**config.mk**
```make
export PLATFORM = sky130hd
export DESIGN_NAME = hazard_ctrl_flat
export DESIGN_NICKNAME = d
export VERILOG_FILES = /design/src/rtl/hazard_ctrl_if.sv /design/src/rtl/hazard_ctrl.sv /design/src/flat_wrapper.sv
export SDC_FILE = /design/constraint.sdc
export NUM_CORES = 1
export LEC_CHECK = 0
export CAP_MARGIN = 20
export CORE_MARGIN = 2
export CORE_UTILIZATION = 30
export CTS_CLUSTER_DIAMETER = 150
export DETAILED_ROUTE_END_ITERATION = 7
export MAX_ROUTING_LAYER = met4
export PLACE_DENSITY_LB_ADDON = 0.12
export SLEW_MARGIN = 40
export SYNTH_ARGS = -nofsm -noshare
export SYNTH_HDL_FRONTEND = slang
export SYNTH_SLANG_ARGS = --single-unit
```
**constraint.sdc**
```tcl
create_clock -name clock -period 6.8 [get_ports clock]
set_input_delay 1.7 -clock clock [delete_from_list [all_inputs] [get_ports clock]]
set_output_delay 1.7 -clock clock [all_outputs]
set_load 0.02 [all_outputs]
```
**src/rtl/hazard_ctrl_if.sv**
```systemverilog
// Pipeline-to-hazard-unit bundle: register indices, stage control bits,
// mul/div handshake, and the forwarding/stall/flush/counter outputs.
interface hazard_ctrl_if #(
    parameter int unsigned CNT_W = 32
);
    logic [4:0]       RS1_D, RS2_D;
    logic [4:0]       RS1_E, RS2_E, RD_E;
    logic [4:0]       RD_M, RD_W;
    logic             RegWriteM, RegWriteW;
    logic [1:0]       ResultSrcE;
    logic             PCSrcE;
    logic             MulDivE;
    logic             MD_done;
    logic [1:0]       ForwardAE, ForwardBE;
    logic             ForwardA_D, ForwardB_D;
    logic             StallF, StallD, StallE;
    logic             FlushD, FlushE;
    logic             BubbleM;
    logic             MD_start;
    logic             md_error;
    logic [CNT_W-1:0] stall_count, flush_count;

    modport master (
        output RS1_D, RS2_D, RS1_E, RS2_E, RD_E, RD_M, RD_W,
               RegWriteM, RegWriteW, ResultSrcE, PCSrcE, MulDivE, MD_done,
        input  ForwardAE, ForwardBE, ForwardA_D, ForwardB_D,
               StallF, StallD, StallE, FlushD, FlushE, BubbleM, MD_start,
               md_error, stall_count, flush_count
    );

    modport slave (
        input  RS1_D, RS2_D, RS1_E, RS2_E, RD_E, RD_M, RD_W,
               RegWriteM, RegWriteW, ResultSrcE, PCSrcE, MulDivE, MD_done,
        output ForwardAE, ForwardBE, ForwardA_D, ForwardB_D,
               StallF, StallD, StallE, FlushD, FlushE, BubbleM, MD_start,
               md_error, stall_count, flush_count
    );
endinterface

```
**src/rtl/hazard_ctrl.sv**
```systemverilog
// Hazard controller for the five-stage RV32 core: forwarding selects, load-use
// stall, branch flush, mul/div sequencing with timeout, and debug counters.
module hazard_ctrl #(
    parameter int unsigned MD_TIMEOUT = 64,
    parameter int unsigned CNT_W      = 32
) (
    input  logic          clock,
    input  logic          reset,
    hazard_ctrl_if.slave  hz
);
    localparam int unsigned      CW       = (MD_TIMEOUT > 2) ? $clog2(MD_TIMEOUT) : 1;
    localparam logic [CW-1:0]    CNT_LAST = CW'(MD_TIMEOUT - 1);

    typedef enum logic {
        MD_IDLE,
        MD_BUSY
    } md_state_e;

    md_state_e        state_q;
    logic [CW-1:0]    md_cnt_q;
    logic             md_error_q;
    logic [CNT_W-1:0] stall_cnt_q, stall_cnt_d;
    logic [CNT_W-1:0] flush_cnt_q, flush_cnt_d;

    logic md_last, md_release, md_timeout, md_hold, md_start;
    logic load_use, lu_stall;
    logic stall_f, flush_d;

    function automatic logic match(input logic [4:0] rx, input logic we,
                                   input logic [4:0] ry);
        return we && (rx != 5'd0) && (rx == ry);
    endfunction

    always_comb begin
        hz.ForwardAE = 2'b00;
        if (match(hz.RD_M, hz.RegWriteM, hz.RS1_E))      hz.ForwardAE = 2'b10;
        else if (match(hz.RD_W, hz.RegWriteW, hz.RS1_E)) hz.ForwardAE = 2'b01;

        hz.ForwardBE = 2'b00;
        if (match(hz.RD_M, hz.RegWriteM, hz.RS2_E))      hz.ForwardBE = 2'b10;
        else if (match(hz.RD_W, hz.RegWriteW, hz.RS2_E)) hz.ForwardBE = 2'b01;

        hz.ForwardA_D = match(hz.RD_W, hz.RegWriteW, hz.RS1_D);
        hz.ForwardB_D = match(hz.RD_W, hz.RegWriteW, hz.RS2_D);
    end

    // Mul/div hold terms are gated by reset so an asynchronous reset mid-BUSY
    // drops the stalls immediately, even if MulDivE is still asserted.
    always_comb begin
        md_last    = (state_q == MD_BUSY) && (md_cnt_q == CNT_LAST);
        md_release = (state_q == MD_BUSY) && (hz.MD_done || md_last);
        md_timeout = md_last && !hz.MD_done;
        md_start   = reset && (state_q == MD_IDLE) && hz.MulDivE;
        md_hold    = md_start || (reset && (state_q == MD_BUSY) && !md_release);

        load_use = (hz.ResultSrcE == 2'b01) && (hz.RD_E != 5'd0) &&
                   ((hz.RD_E == hz.RS1_D) || (hz.RD_E == hz.RS2_D));
        lu_stall = load_use && !hz.PCSrcE && !md_hold;

        stall_f = md_hold || lu_stall;
        flush_d = hz.PCSrcE;

        hz.StallF   = stall_f;
        hz.StallD   = stall_f;
        hz.StallE   = md_hold;
        hz.FlushD   = flush_d;
        hz.FlushE   = (hz.PCSrcE || lu_stall) && !md_hold;
        hz.BubbleM  = md_hold;
        hz.MD_start = md_start;

        stall_cnt_d = stall_cnt_q;
        if (stall_f && (stall_cnt_q != '1)) stall_cnt_d = stall_cnt_q + CNT_W'(1);
        flush_cnt_d = flush_cnt_q;
        if (flush_d && (flush_cnt_q != '1)) flush_cnt_d = flush_cnt_q + CNT_W'(1);
    end

    always_ff @(posedge clock or negedge reset) begin
        if (!reset) begin
            state_q     <= MD_IDLE;
            md_cnt_q    <= '0;
            md_error_q  <= 1'b0;
            stall_cnt_q <= '0;
            flush_cnt_q <= '0;
        end else begin
            stall_cnt_q <= stall_cnt_d;
            flush_cnt_q <= flush_cnt_d;
            case (state_q)
                MD_IDLE: begin
                    if (hz.MulDivE) begin
                        state_q  <= MD_BUSY;
                        md_cnt_q <= '0;
                    end
                end
                MD_BUSY: begin
                    if (md_release) begin
                        state_q <= MD_IDLE;
                        if (md_timeout) md_error_q <= 1'b1;
                    end else begin
                        md_cnt_q <= md_cnt_q + CW'(1);
                    end
                end
                default: state_q <= MD_IDLE;
            endcase
        end
    end

    assign hz.md_error    = md_error_q;
    assign hz.stall_count = stall_cnt_q;
    assign hz.flush_count = flush_cnt_q;
endmodule
```
**src/flat_wrapper.sv**
```systemverilog
// flat-port wrapper written by rule: the top's interface ports become plain ports
module hazard_ctrl_flat 
#(
    parameter int unsigned MD_TIMEOUT = 64,
    parameter int unsigned CNT_W      = 32
)
  (clock, reset, hz_RS1_D, hz_RS2_D, hz_RS1_E, hz_RS2_E, hz_RD_E, hz_RD_M, hz_RD_W, hz_RegWriteM, hz_RegWriteW, hz_ResultSrcE, hz_PCSrcE, hz_MulDivE, hz_MD_done, hz_ForwardAE, hz_ForwardBE, hz_ForwardA_D, hz_ForwardB_D, hz_StallF, hz_StallD, hz_StallE, hz_FlushD, hz_FlushE, hz_BubbleM, hz_MD_start, hz_md_error, hz_stall_count, hz_flush_count);
  hazard_ctrl_if #(.CNT_W(CNT_W)) hz_i ();
  input  logic clock;
  input  logic reset;
  input wire logic [$bits(hz_i.RS1_D)-1:0] hz_RS1_D;
  input wire logic [$bits(hz_i.RS2_D)-1:0] hz_RS2_D;
  input wire logic [$bits(hz_i.RS1_E)-1:0] hz_RS1_E;
  input wire logic [$bits(hz_i.RS2_E)-1:0] hz_RS2_E;
  input wire logic [$bits(hz_i.RD_E)-1:0] hz_RD_E;
  input wire logic [$bits(hz_i.RD_M)-1:0] hz_RD_M;
  input wire logic [$bits(hz_i.RD_W)-1:0] hz_RD_W;
  input wire logic [$bits(hz_i.RegWriteM)-1:0] hz_RegWriteM;
  input wire logic [$bits(hz_i.RegWriteW)-1:0] hz_RegWriteW;
  input wire logic [$bits(hz_i.ResultSrcE)-1:0] hz_ResultSrcE;
  input wire logic [$bits(hz_i.PCSrcE)-1:0] hz_PCSrcE;
  input wire logic [$bits(hz_i.MulDivE)-1:0] hz_MulDivE;
  input wire logic [$bits(hz_i.MD_done)-1:0] hz_MD_done;
  output wire logic [$bits(hz_i.ForwardAE)-1:0] hz_ForwardAE;
  output wire logic [$bits(hz_i.ForwardBE)-1:0] hz_ForwardBE;
  output wire logic [$bits(hz_i.ForwardA_D)-1:0] hz_ForwardA_D;
  output wire logic [$bits(hz_i.ForwardB_D)-1:0] hz_ForwardB_D;
  output wire logic [$bits(hz_i.StallF)-1:0] hz_StallF;
  output wire logic [$bits(hz_i.StallD)-1:0] hz_StallD;
  output wire logic [$bits(hz_i.StallE)-1:0] hz_StallE;
  output wire logic [$bits(hz_i.FlushD)-1:0] hz_FlushD;
  output wire logic [$bits(hz_i.FlushE)-1:0] hz_FlushE;
  output wire logic [$bits(hz_i.BubbleM)-1:0] hz_BubbleM;
  output wire logic [$bits(hz_i.MD_start)-1:0] hz_MD_start;
  output wire logic [$bits(hz_i.md_error)-1:0] hz_md_error;
  output wire logic [$bits(hz_i.stall_count)-1:0] hz_stall_count;
  output wire logic [$bits(hz_i.flush_count)-1:0] hz_flush_count;
  assign hz_i.RS1_D = hz_RS1_D;
  assign hz_i.RS2_D = hz_RS2_D;
  assign hz_i.RS1_E = hz_RS1_E;
  assign hz_i.RS2_E = hz_RS2_E;
  assign hz_i.RD_E = hz_RD_E;
  assign hz_i.RD_M = hz_RD_M;
  assign hz_i.RD_W = hz_RD_W;
  assign hz_i.RegWriteM = hz_RegWriteM;
  assign hz_i.RegWriteW = hz_RegWriteW;
  assign hz_i.ResultSrcE = hz_ResultSrcE;
  assign hz_i.PCSrcE = hz_PCSrcE;
  assign hz_i.MulDivE = hz_MulDivE;
  assign hz_i.MD_done = hz_MD_done;
  assign hz_ForwardAE = hz_i.ForwardAE;
  assign hz_ForwardBE = hz_i.ForwardBE;
  assign hz_ForwardA_D = hz_i.ForwardA_D;
  assign hz_ForwardB_D = hz_i.ForwardB_D;
  assign hz_StallF = hz_i.StallF;
  assign hz_StallD = hz_i.StallD;
  assign hz_StallE = hz_i.StallE;
  assign hz_FlushD = hz_i.FlushD;
  assign hz_FlushE = hz_i.FlushE;
  assign hz_BubbleM = hz_i.BubbleM;
  assign hz_MD_start = hz_i.MD_start;
  assign hz_md_error = hz_i.md_error;
  assign hz_stall_count = hz_i.stall_count;
  assign hz_flush_count = hz_i.flush_count;
  hazard_ctrl #(.MD_TIMEOUT(MD_TIMEOUT), .CNT_W(CNT_W)) u_core (.clock(clock), .reset(reset), .hz(hz_i));
endmodule
```
# ---- Word level (Yosys, flattened, before mapping)
# Cells that the tools add are included.
dict set report word_totals {
  regBits 72
  latch_bits 0
  mem_bits_rw 0
  mem_bits_ro 0
  inputBits 44
  mem_count 0
}
dict set report op_classes {
  add_sub_neg 3
  n_mul 0
  n_div 0
  n_lt_le_gt_ge 0
  n_eq_ne 14
  shift 0
  n_mux 10
  bitwise_logic 1
  n_reduce_logical 36
}
# cell n
set op_table {}
lappend op_table {{adder 32 x 1 -> 32 bit (second input constant)} 2}
lappend op_table {{!= test 32 bit (second input constant)} 2}
lappend op_table {{equality test 5 bit} 8}
lappend op_table {{logical AND 1 bit} 22}
lappend op_table {{nonzero test 5 bit} 3}
lappend op_table {{2-to-1 mux 6 bit} 2}
lappend op_table {{one-hot mux 6 bit (2 select lines)} 1}
lappend op_table {{adder 6 x 1 -> 6 bit (second input constant)} 1}
lappend op_table {{equality test 6 bit (second input constant)} 1}
lappend op_table {{logical OR 1 bit} 5}
lappend op_table {{logical NOT 1 bit} 4}
lappend op_table {{2-to-1 mux 1 bit} 4}
lappend op_table {{2-to-1 mux 2 bit} 2}
lappend op_table {{!= test 2 bit (second input constant)} 2}
lappend op_table {{AND reduction 3 bit} 1}
lappend op_table {{equality test 2 x 1 -> 1 bit (second input constant)} 1}
lappend op_table {{one-hot mux 1 bit (2 select lines)} 1}
lappend op_table {{AND reduction 2 bit} 1}
lappend op_table {{NOT 1 bit} 1}

# ---- Depth between registers and ports, before layout
# Gate-level depths: netlist of run 1.
dict set report logic_depth {
  word_depth 11
  ltp_mapped 9
  mapped_depth_nobuf 8
}

# ---- Worst setup path after synthesis of run 1
# Ideal clock, no wire load.
dict set report synth_path {
  path_kind {input to output}
  from {in hz_RD_W[3]}
  to {out hz_ForwardAE[0]}
  arrival_time_ps 3324
  required_time_ps 5100
  setup_slack_ps 1776
  cell_stages 5
  cell_sequence {clkbuf_1 -> or4_1 -> o21ai_0 -> or4_1 -> nor4_1}
}
dict set report synth_via {
  elab_chain_cells 5
  word_cells_on_any_way 6
  classes_between {eq/ne (1); mux (2); reduce/logical (3)}
}
# item line_no
set synth_rtl {}
lappend synth_rtl {{start: declaration} flat_wrapper.sv:17} ;# input wire logic [$bits(hz_i.RD_W)-1:0] hz_RD_W;
lappend synth_rtl {{nonzero test 5 bit} hazard_ctrl.sv:31} ;# return we && (rx != 5'd0) && (rx == ry);
lappend synth_rtl {{logical AND 1 bit} hazard_ctrl.sv:31}
lappend synth_rtl {{logical AND 1 bit *} hazard_ctrl.sv:31}
lappend synth_rtl {{2-to-1 mux 1 bit *} hazard_ctrl.sv:37} ;# else if (match(hz.RD_W, hz.RegWriteW, hz.RS1_E)) hz.ForwardAE = 2'b01;
lappend synth_rtl {{2-to-1 mux 2 bit *} hazard_ctrl.sv:36} ;# if (match(hz.RD_M, hz.RegWriteM, hz.RS1_E)) hz.ForwardAE = 2'b10;
lappend synth_rtl {{end: declaration} flat_wrapper.sv:24} ;# output wire logic [$bits(hz_i.ForwardAE)-1:0] hz_ForwardAE;
# Mark *: on every way between the ends. The rest lies on a longest branch, timed or not.

# ---- Worst setup path in the final report of run 1
dict set report layout_path {
  from {in hz_RD_M[2]}
  to {out hz_ForwardAE[0]}
}
dict set report layout_via {
  elab_chain_cells 4
  word_cells_on_any_way 5
  classes_between {eq/ne (1); mux (1); reduce/logical (3)}
}
# item line_no
set layout_rtl {}
lappend layout_rtl {{start: declaration} flat_wrapper.sv:16} ;# input wire logic [$bits(hz_i.RD_M)-1:0] hz_RD_M;
lappend layout_rtl {{nonzero test 5 bit} hazard_ctrl.sv:31}
lappend layout_rtl {{logical AND 1 bit} hazard_ctrl.sv:31}
lappend layout_rtl {{logical AND 1 bit *} hazard_ctrl.sv:31}
lappend layout_rtl {{2-to-1 mux 2 bit *} hazard_ctrl.sv:36}
# Marks and branches as above.

==> results.md, run 1 <==
- Status: finished clean
- #FFs+latches synth: 72
- Syn nets: 459
- # rows: 42
- Leak: 0.00237 µW
- EDFF count, synth: 0
- Post-CTS Hold Buffers: 0
- Critical Path RT: 5100 ps
- Yosys warning count: 0
- Ordered cell list for the critical path: clkdlybuf4s50_1, or4_1, o21ai_0, nor4_1, nor4_1, clkdlybuf4s50_1
- 1st-pass router iterations: 4
- PD cells: 255 nW/µm²
- Final Routed Wirelength: 10,300 µm
- Chip height: 120 µm
- Gpl congestion: 0.866
- DIE WIDTH: 120 µm
- Share of cells above drive strength 1: 5.22%
- All-Layer GR Usage: 15.6%
- Relative slew slack: 56.4%
- DIE AREA: 14,500 µm²
- CTS Sinks: 72
- CP max FO: 3
- Internal Power: 1030 µW
- Unrepaired setup endpoints after global routing: false
- Initial DRC count: 211
- Worst Hold Slack: 478 ps
- Combinational power share: 25.5%
- Overall power: 1470 µW
- Final worst path period share: 84.6%
- Achievable Freq: 174 MHz
- Sw frac: 29.9%
- Hold Path Depth: 1
- Hold Vio Cnt, Final: 0
- Ys flop type: dfrtp_1
- Post CTS Setup Buffer Count: 0
- R2r endpoint: u_core.hz.stall_count[1]
- DR DRC count: 0
- # IOs: 122
- Remaining antenna violation count: 0
- Hold Path Class: reg2reg
- Most frequent cell after synthesis: dfrtp_1
- Largest stage delay, worst path: 650 ps
- Yosys cell types: 41
- Crit path capture type: output pin
- Via total after detailed routing: 3,410
- Part of the power in registers: 38.2%
- Top cell type's share of synthesized area: 44.5%
- Vias per cell: 4.78
- Global-route wire length before repair: 17,500 µm
- Largest cells by area after synthesis: dfrtp_1, xor2_1, xnor2_1, nand4_1, nand3_1
- Syn Inst Count: 412
- Net Sw Power: 439 µW
- Hold endpoint: u_core.hz.md_error
- FF-to-FF path depth: 7
- HP Start: u_core.hz.md_error
- Largest net degree at the start of global routing: 73
- Syn_area_per_cell: 9.84 µm²
- Synth top cells by count: dfrtp_1, xor2_1, xnor2_1, nand2_1, nor2_1
- Leading area contributor after synthesis: dfrtp_1
- Core area: 13,200 µm²
- Crit Path Category: in2out
- Register area share after synthesis: 44.5%
- CTS buffer count: 9
- Max Slew Vio Count: 0
- # setup viols final: 0
- Critical path launch point type: primary input
- Vias in the first global route: 3,552
- VDD IR-drop max: 0.156 mV
- H-tree depth: 3
- Clk slew on worst S/H paths: 50 ps
- Cell Area, Synth: 4050 µm²
- Gr ovfl total: 0
- Cell Area, Placed: 5430 µm²
- Post-CTS resize count: 0
- DP Wirelength: 7760 µm
- Root buf cell: clkbuf_16
- Initial antenna violation count: 1
- FF-to-FF Start: u_core.hz.stall_count[25]
- Crit path DAT: 4050 ps
- WL/cell: 14.5 µm
- Area growth, synth to finish: 42.4%
- # Max-Cap Violations: 0
- R2R Setup Slk: 4050 ps
- TritonCTS clock tree: done
- Setup TNS: 0 ps
- Clk_lat worst skew: 340 ps
- Tmin final: 5750 ps
- Buffers on Ports: 121
- Worst-Margin Slew: 654 ps
- Worst path slowest cell: clkdlybuf4s50_1
- Final core occ: 43.6%
- Layout Skew: 10.6 ps
- Proportion of power drawn by the clock network: 36.3%
- Final net count: 578
- Final instance area: 5770 µm²
- Clk buf depth: 2
- Initial core utilization: 30.6%
- Async SR Flop Fraction: 100%
-- logic make-up after synthesis --
group                    count (synthesis)  synth area share, %
AO/OA/AOI/OAI                           14                 2.84
XOR/XNOR                               105                 22.7
adder cells (fa/ha/maj)                  3                0.926
buffers and inverters                   26                 2.90
flip-flops                              72                 44.5
multiplexers                             2                0.556
AND/OR/NAND/NOR                        190                 25.6
-- layout make-up --
cell class,count,area [µm²]
repair buffers,124,1230
diodes,1,2.50
inverters,10,37.5
clock buffers,13,240
multi-input cells,314,2140
flip-flops and latches,72,1800
clock inverters,3,90.1
fillers,1335,7470
well taps,176,220
-- registers in the layout (all words and copies together), names as in the netlist --
register,count
u_core.hz.stall_count,32
u_core.hz.md_error,1
u_core.hz.flush_count,32
u_core.state_q,1
u_core.md_cnt_q,6
-- cell usage in the layout (no fill, tap or decap), drive strengths merged, types with 3 or more instances in the layout --
| master | netlist | routed |
|---|---|---|
| dfrtp | 72 | 72 |
| bufinv | 0 | 3 |
| xor2 | 70 | 70 |
| ha | 3 | 3 |
| or2 | 4 | 4 |
| and4 | 5 | 5 |
| clkdlybuf4s50 | 0 | 120 |
| o21ai | 6 | 6 |
| or4 | 6 | 6 |
| nor4 | 18 | 18 |
| nand2 | 30 | 30 |
| and3 | 6 | 6 |
| buf | 9 | 4 |
| clkbuf | 7 | 13 |
| nor2 | 28 | 28 |
| nand3 | 27 | 27 |
| nand4 | 24 | 24 |
| xnor2 | 35 | 35 |
| nor3 | 28 | 28 |
| inv | 10 | 10 |
| nor4b | 4 | 4 |
-- per-stage QoR --
| stage | cells | setup slack [ps] |
|---|---|---|
| 2_1_floorplan | 412 | 1780 |
| 4_1_cts | 712 | 1050 |
| 6_report | 713 | 1050 |
| 3_3_place_gp | 696 | 1110 |
| 5_1_grt | 713 | 879 |
| 3_5_place_dp | 696 | 1060 |
-- worst max-delay path, delay by kind of cell --
| kind | cells | cell delay (ps) |
|---|---|---|
| AOI/OAI and AO/OA | 1 | 270 |
| and+or+nand+nor | 3 | 950 |
| buffers and inverters | 2 | 1130 |
-- power by group through the flow --
stage	combinational (µW)	sequential (µW)	clock (µW)
after floorplan	136	618	0
after global placement	375	567	0
after detailed placement	378	568	0
after CTS	380	562	550
after global routing	409	573	566
final	376	562	533
-- metal layers --
layer / global-route usage (%) / vias up / share of wire (%)
met3: 4.86 / 10 / 6.2
met1: 19.9 / 1629 / 47
li1: - / 1680 / -
met2: 23.3 / 91 / 45
met5: - / - / 0
met4: 5.74 / 0 / 1.4
-- worst max-delay path by stage --
stage / startpoint / end / slack (ps) / depth (start not counted)
after global placement: hz_RD_W[3] / hz_ForwardBE[0] / 1110 / 6
after CTS: hz_RD_M[1] / hz_ForwardAE[0] / 1050 / 6
after detailed placement: hz_RD_M[1] / hz_ForwardAE[0] / 1060 / 6
after floorplan: hz_RD_W[3] / hz_ForwardAE[0] / 1780 / 5
after global routing: hz_RD_M[2] / hz_ForwardAE[0] / 880 / 6
final: hz_RD_M[2] / hz_ForwardAE[0] / 1050 / 6
Note: power is estimated with default switching activity, not from simulation.
==> run 2: changes to the inputs <==
clock period = 5.15 ns   (was 6.8 ns; I/O delays follow)
==> results.md, run 2 (synthesis gave the netlist of run 1 again) <==
- Fill count: 1,307 (-2.1%)
- Ordered cell list for the critical path: clkdlybuf4s50_1, or4_1, o21ai_0, nor4_1, nor4_1, clkdlybuf4s50_1
- Remaining antenna violation count: 0 (unchanged)
- Share of cells above drive strength 1: 6.46% (+1.2 points)
- Buffers on Ports: 121 (unchanged)
- DIE AREA: 14,500 µm² (unchanged)
- Final Routed Wirelength: 10,300 µm (-0.15%)
- Critical Path RT: 3860 ps (-1240 ps)
- DP Wirelength: 7910 µm (+1.9%)
- Clk buf depth: 2 (unchanged)
- Post CTS Setup Buffer Count: 0 (unchanged)
- Tmin final: 4920 ps
- Chip height: 120 µm (unchanged)
- Achievable Freq: 203 MHz
- DIE WIDTH: 120 µm (unchanged)
- Clk_lat worst skew: 330 ps (about the same)
- Core area: 13,200 µm² (unchanged)
- Worst-Margin Slew: 742 ps (+87.8 ps)
- TritonCTS clock tree: done
- 1st-pass router iterations: 4 (unchanged)
- Proportion of power drawn by the clock network: 34.9% (-1.4 points)
- Final worst path period share: 95.5%
- Area growth, synth to finish: 42.9%
- All-Layer GR Usage: 15.8% (+0.20 points)
- Global-route wire length before repair: 17,700 µm (+0.87%)
- Crit Path Category: in2out
- Final core occ: 43.7% (+0.18 points)
- Top cell family by delay on the critical path: buffers and inverters
- CTS buffer count: 9 (unchanged)
- Combinational power share: 26.2% (+0.7 points)
- Initial antenna violation count: 1 (unchanged)
- Initial DRC count: 283 (+34%)
- WP buf/inv: 2 (unchanged)
- Via total after detailed routing: 3,443 (+0.97%)
- VDD IR-drop max: 0.252 mV (+61%)
- Hold Path Class: reg2reg
- Status: finished clean
- Post-CTS Hold Buffers: 0 (unchanged)
- Final std cells w/o fill: 719 (+0.84%)
- Final instance area: 5790 µm² (+0.41%)
- Largest net degree at the start of global routing: 73 (unchanged)
- Root buf cell: clkbuf_16
- Worst path slowest cell: clkdlybuf4s50_1
- Leak: 0.00238 µW (+0.35%)
- # Max-Cap Violations: 0 (unchanged)
- CP max FO: 3 (unchanged)
- Cell Area, Placed: 5470 µm² (+0.83%)
- Clk slew on worst S/H paths: 50 ps (about the same)
- Hold Vio Cnt, Final: 0 (unchanged)
- Initial core utilization: 30.6% (unchanged)
- Placed instance count: 702 (+0.86%)
- Largest stage delay, worst path: 670 ps (+20 ps)
- Critical path launch point type: primary input
- # IOs: 122 (unchanged)
- Most common cell after layout, fill and taps aside: clkdlybuf4s50_1
- CTS Sinks: 72 (unchanged)
- Gpl congestion: 0.888 (+2.5%)
- Final net count: 584 (+1.0%)
- DR DRC count: 0 (unchanged)
- Gr ovfl total: 0 (unchanged)
- Crit path capture type: output pin
- Vias per cell: 4.79 (+0.13%)
- # setup viols final: 0 (unchanged)
- Internal Power: 1330 µW (+29%)
- H-tree depth: 3 (unchanged)
- Sw frac: 30.3% (+0.44 points)
- Part of the power in registers: 38.9% (+0.7 points)
- Setup TNS: 0 ps (unchanged)
- Net Sw Power: 577 µW (+31%)
- Layout Skew: 5.46 ps (-5.18 ps)
- Worst Hold Slack: 479 ps (+0.514 ps)
- WL/cell: 14.4 µm (-0.98%)
- Crit path DAT: 3630 ps (-420 ps)
- Max Slew Vio Count: 0 (unchanged)
- Relative slew slack: 50.2% (-6.1 points)
- # rows: 42 (unchanged)
- PD cells: 329 nW/µm² (+29%)
- Unrepaired setup endpoints after global routing: false
- Commonest cells after routing, fill and taps aside: clkdlybuf4s50_1, dfrtp_1, xor2_1
- Post-CTS resize count: 0 (unchanged)
- Vias in the first global route: 3,491 (-1.7%)
[run 2: metal layers]
metal,wire length [µm],GRT usage (%)
met1,4870,20.8
met2,4620,23.0
met3,626,4.86
met4,199,5.38
met5,0,-
[run 2: path summary, 6_finish.rpt]
kind | startpoint | endpoint | slack, ps | cells past startpoint
hold reg to reg | u_core.hz.md_error | u_core.hz.md_error | 480 | 1
hold / removal | u_core.hz.md_error | u_core.hz.md_error | 480 | 1
min in group asynchronous | reset | u_core.md_cnt_q[3] | 1110 | 2
max in group asynchronous | reset | u_core.hz.stall_count[31] | 3600 | 2
setup reg to reg | u_core.hz.stall_count[26] | u_core.hz.stall_count[1] | 2260 | 7
setup / recovery | hz_RD_M[1] | hz_ForwardBE[0] | 230 | 6
[run 2: power by group through the flow]
stage                     sequential, µW  combinational [µW]  clock, µW
after global routing                 757                 547        709
after CTS                            743                 508        686
after global placement               750                 500          0
after detailed placement             752                 505          0
after floorplan                      815                 180          0
final                                742                 499        665
[run 2: stage by stage]
stage	power, µW	setup slack (ps)
2_1_floorplan	995	951
3_3_place_gp	1250	345
3_5_place_dp	1260	257
4_1_cts	1940	255
5_1_grt	2010	5.79
6_report	1900	232
[run 2: area by class of cell]
cell class / count / area, µm² / area share, %
Antenna cell: 1 / 2.50 / 0.0432
Clock buffer: 13 / 250 / 4.32
Clock inverter: 3 / 65.1 / 1.12
Inverter: 10 / 37.5 / 0.648
Multi-Input combinational cell: 314 / 2140 / 36.9
Sequential cell: 72 / 1800 / 31.1
Tap cell: 176 / 220 / 3.80
Timing Repair Buffer: 130 / 1280 / 22.1
[run 2: worst register-to-register path: stages, from the launching register on]
cell and delay, ps:
dfrtp_1 430, nand4_1 200, nor3_1 470, nand3_1 200
nor3_2 670, buf_4 330, or2_2 160, mux2_2 320
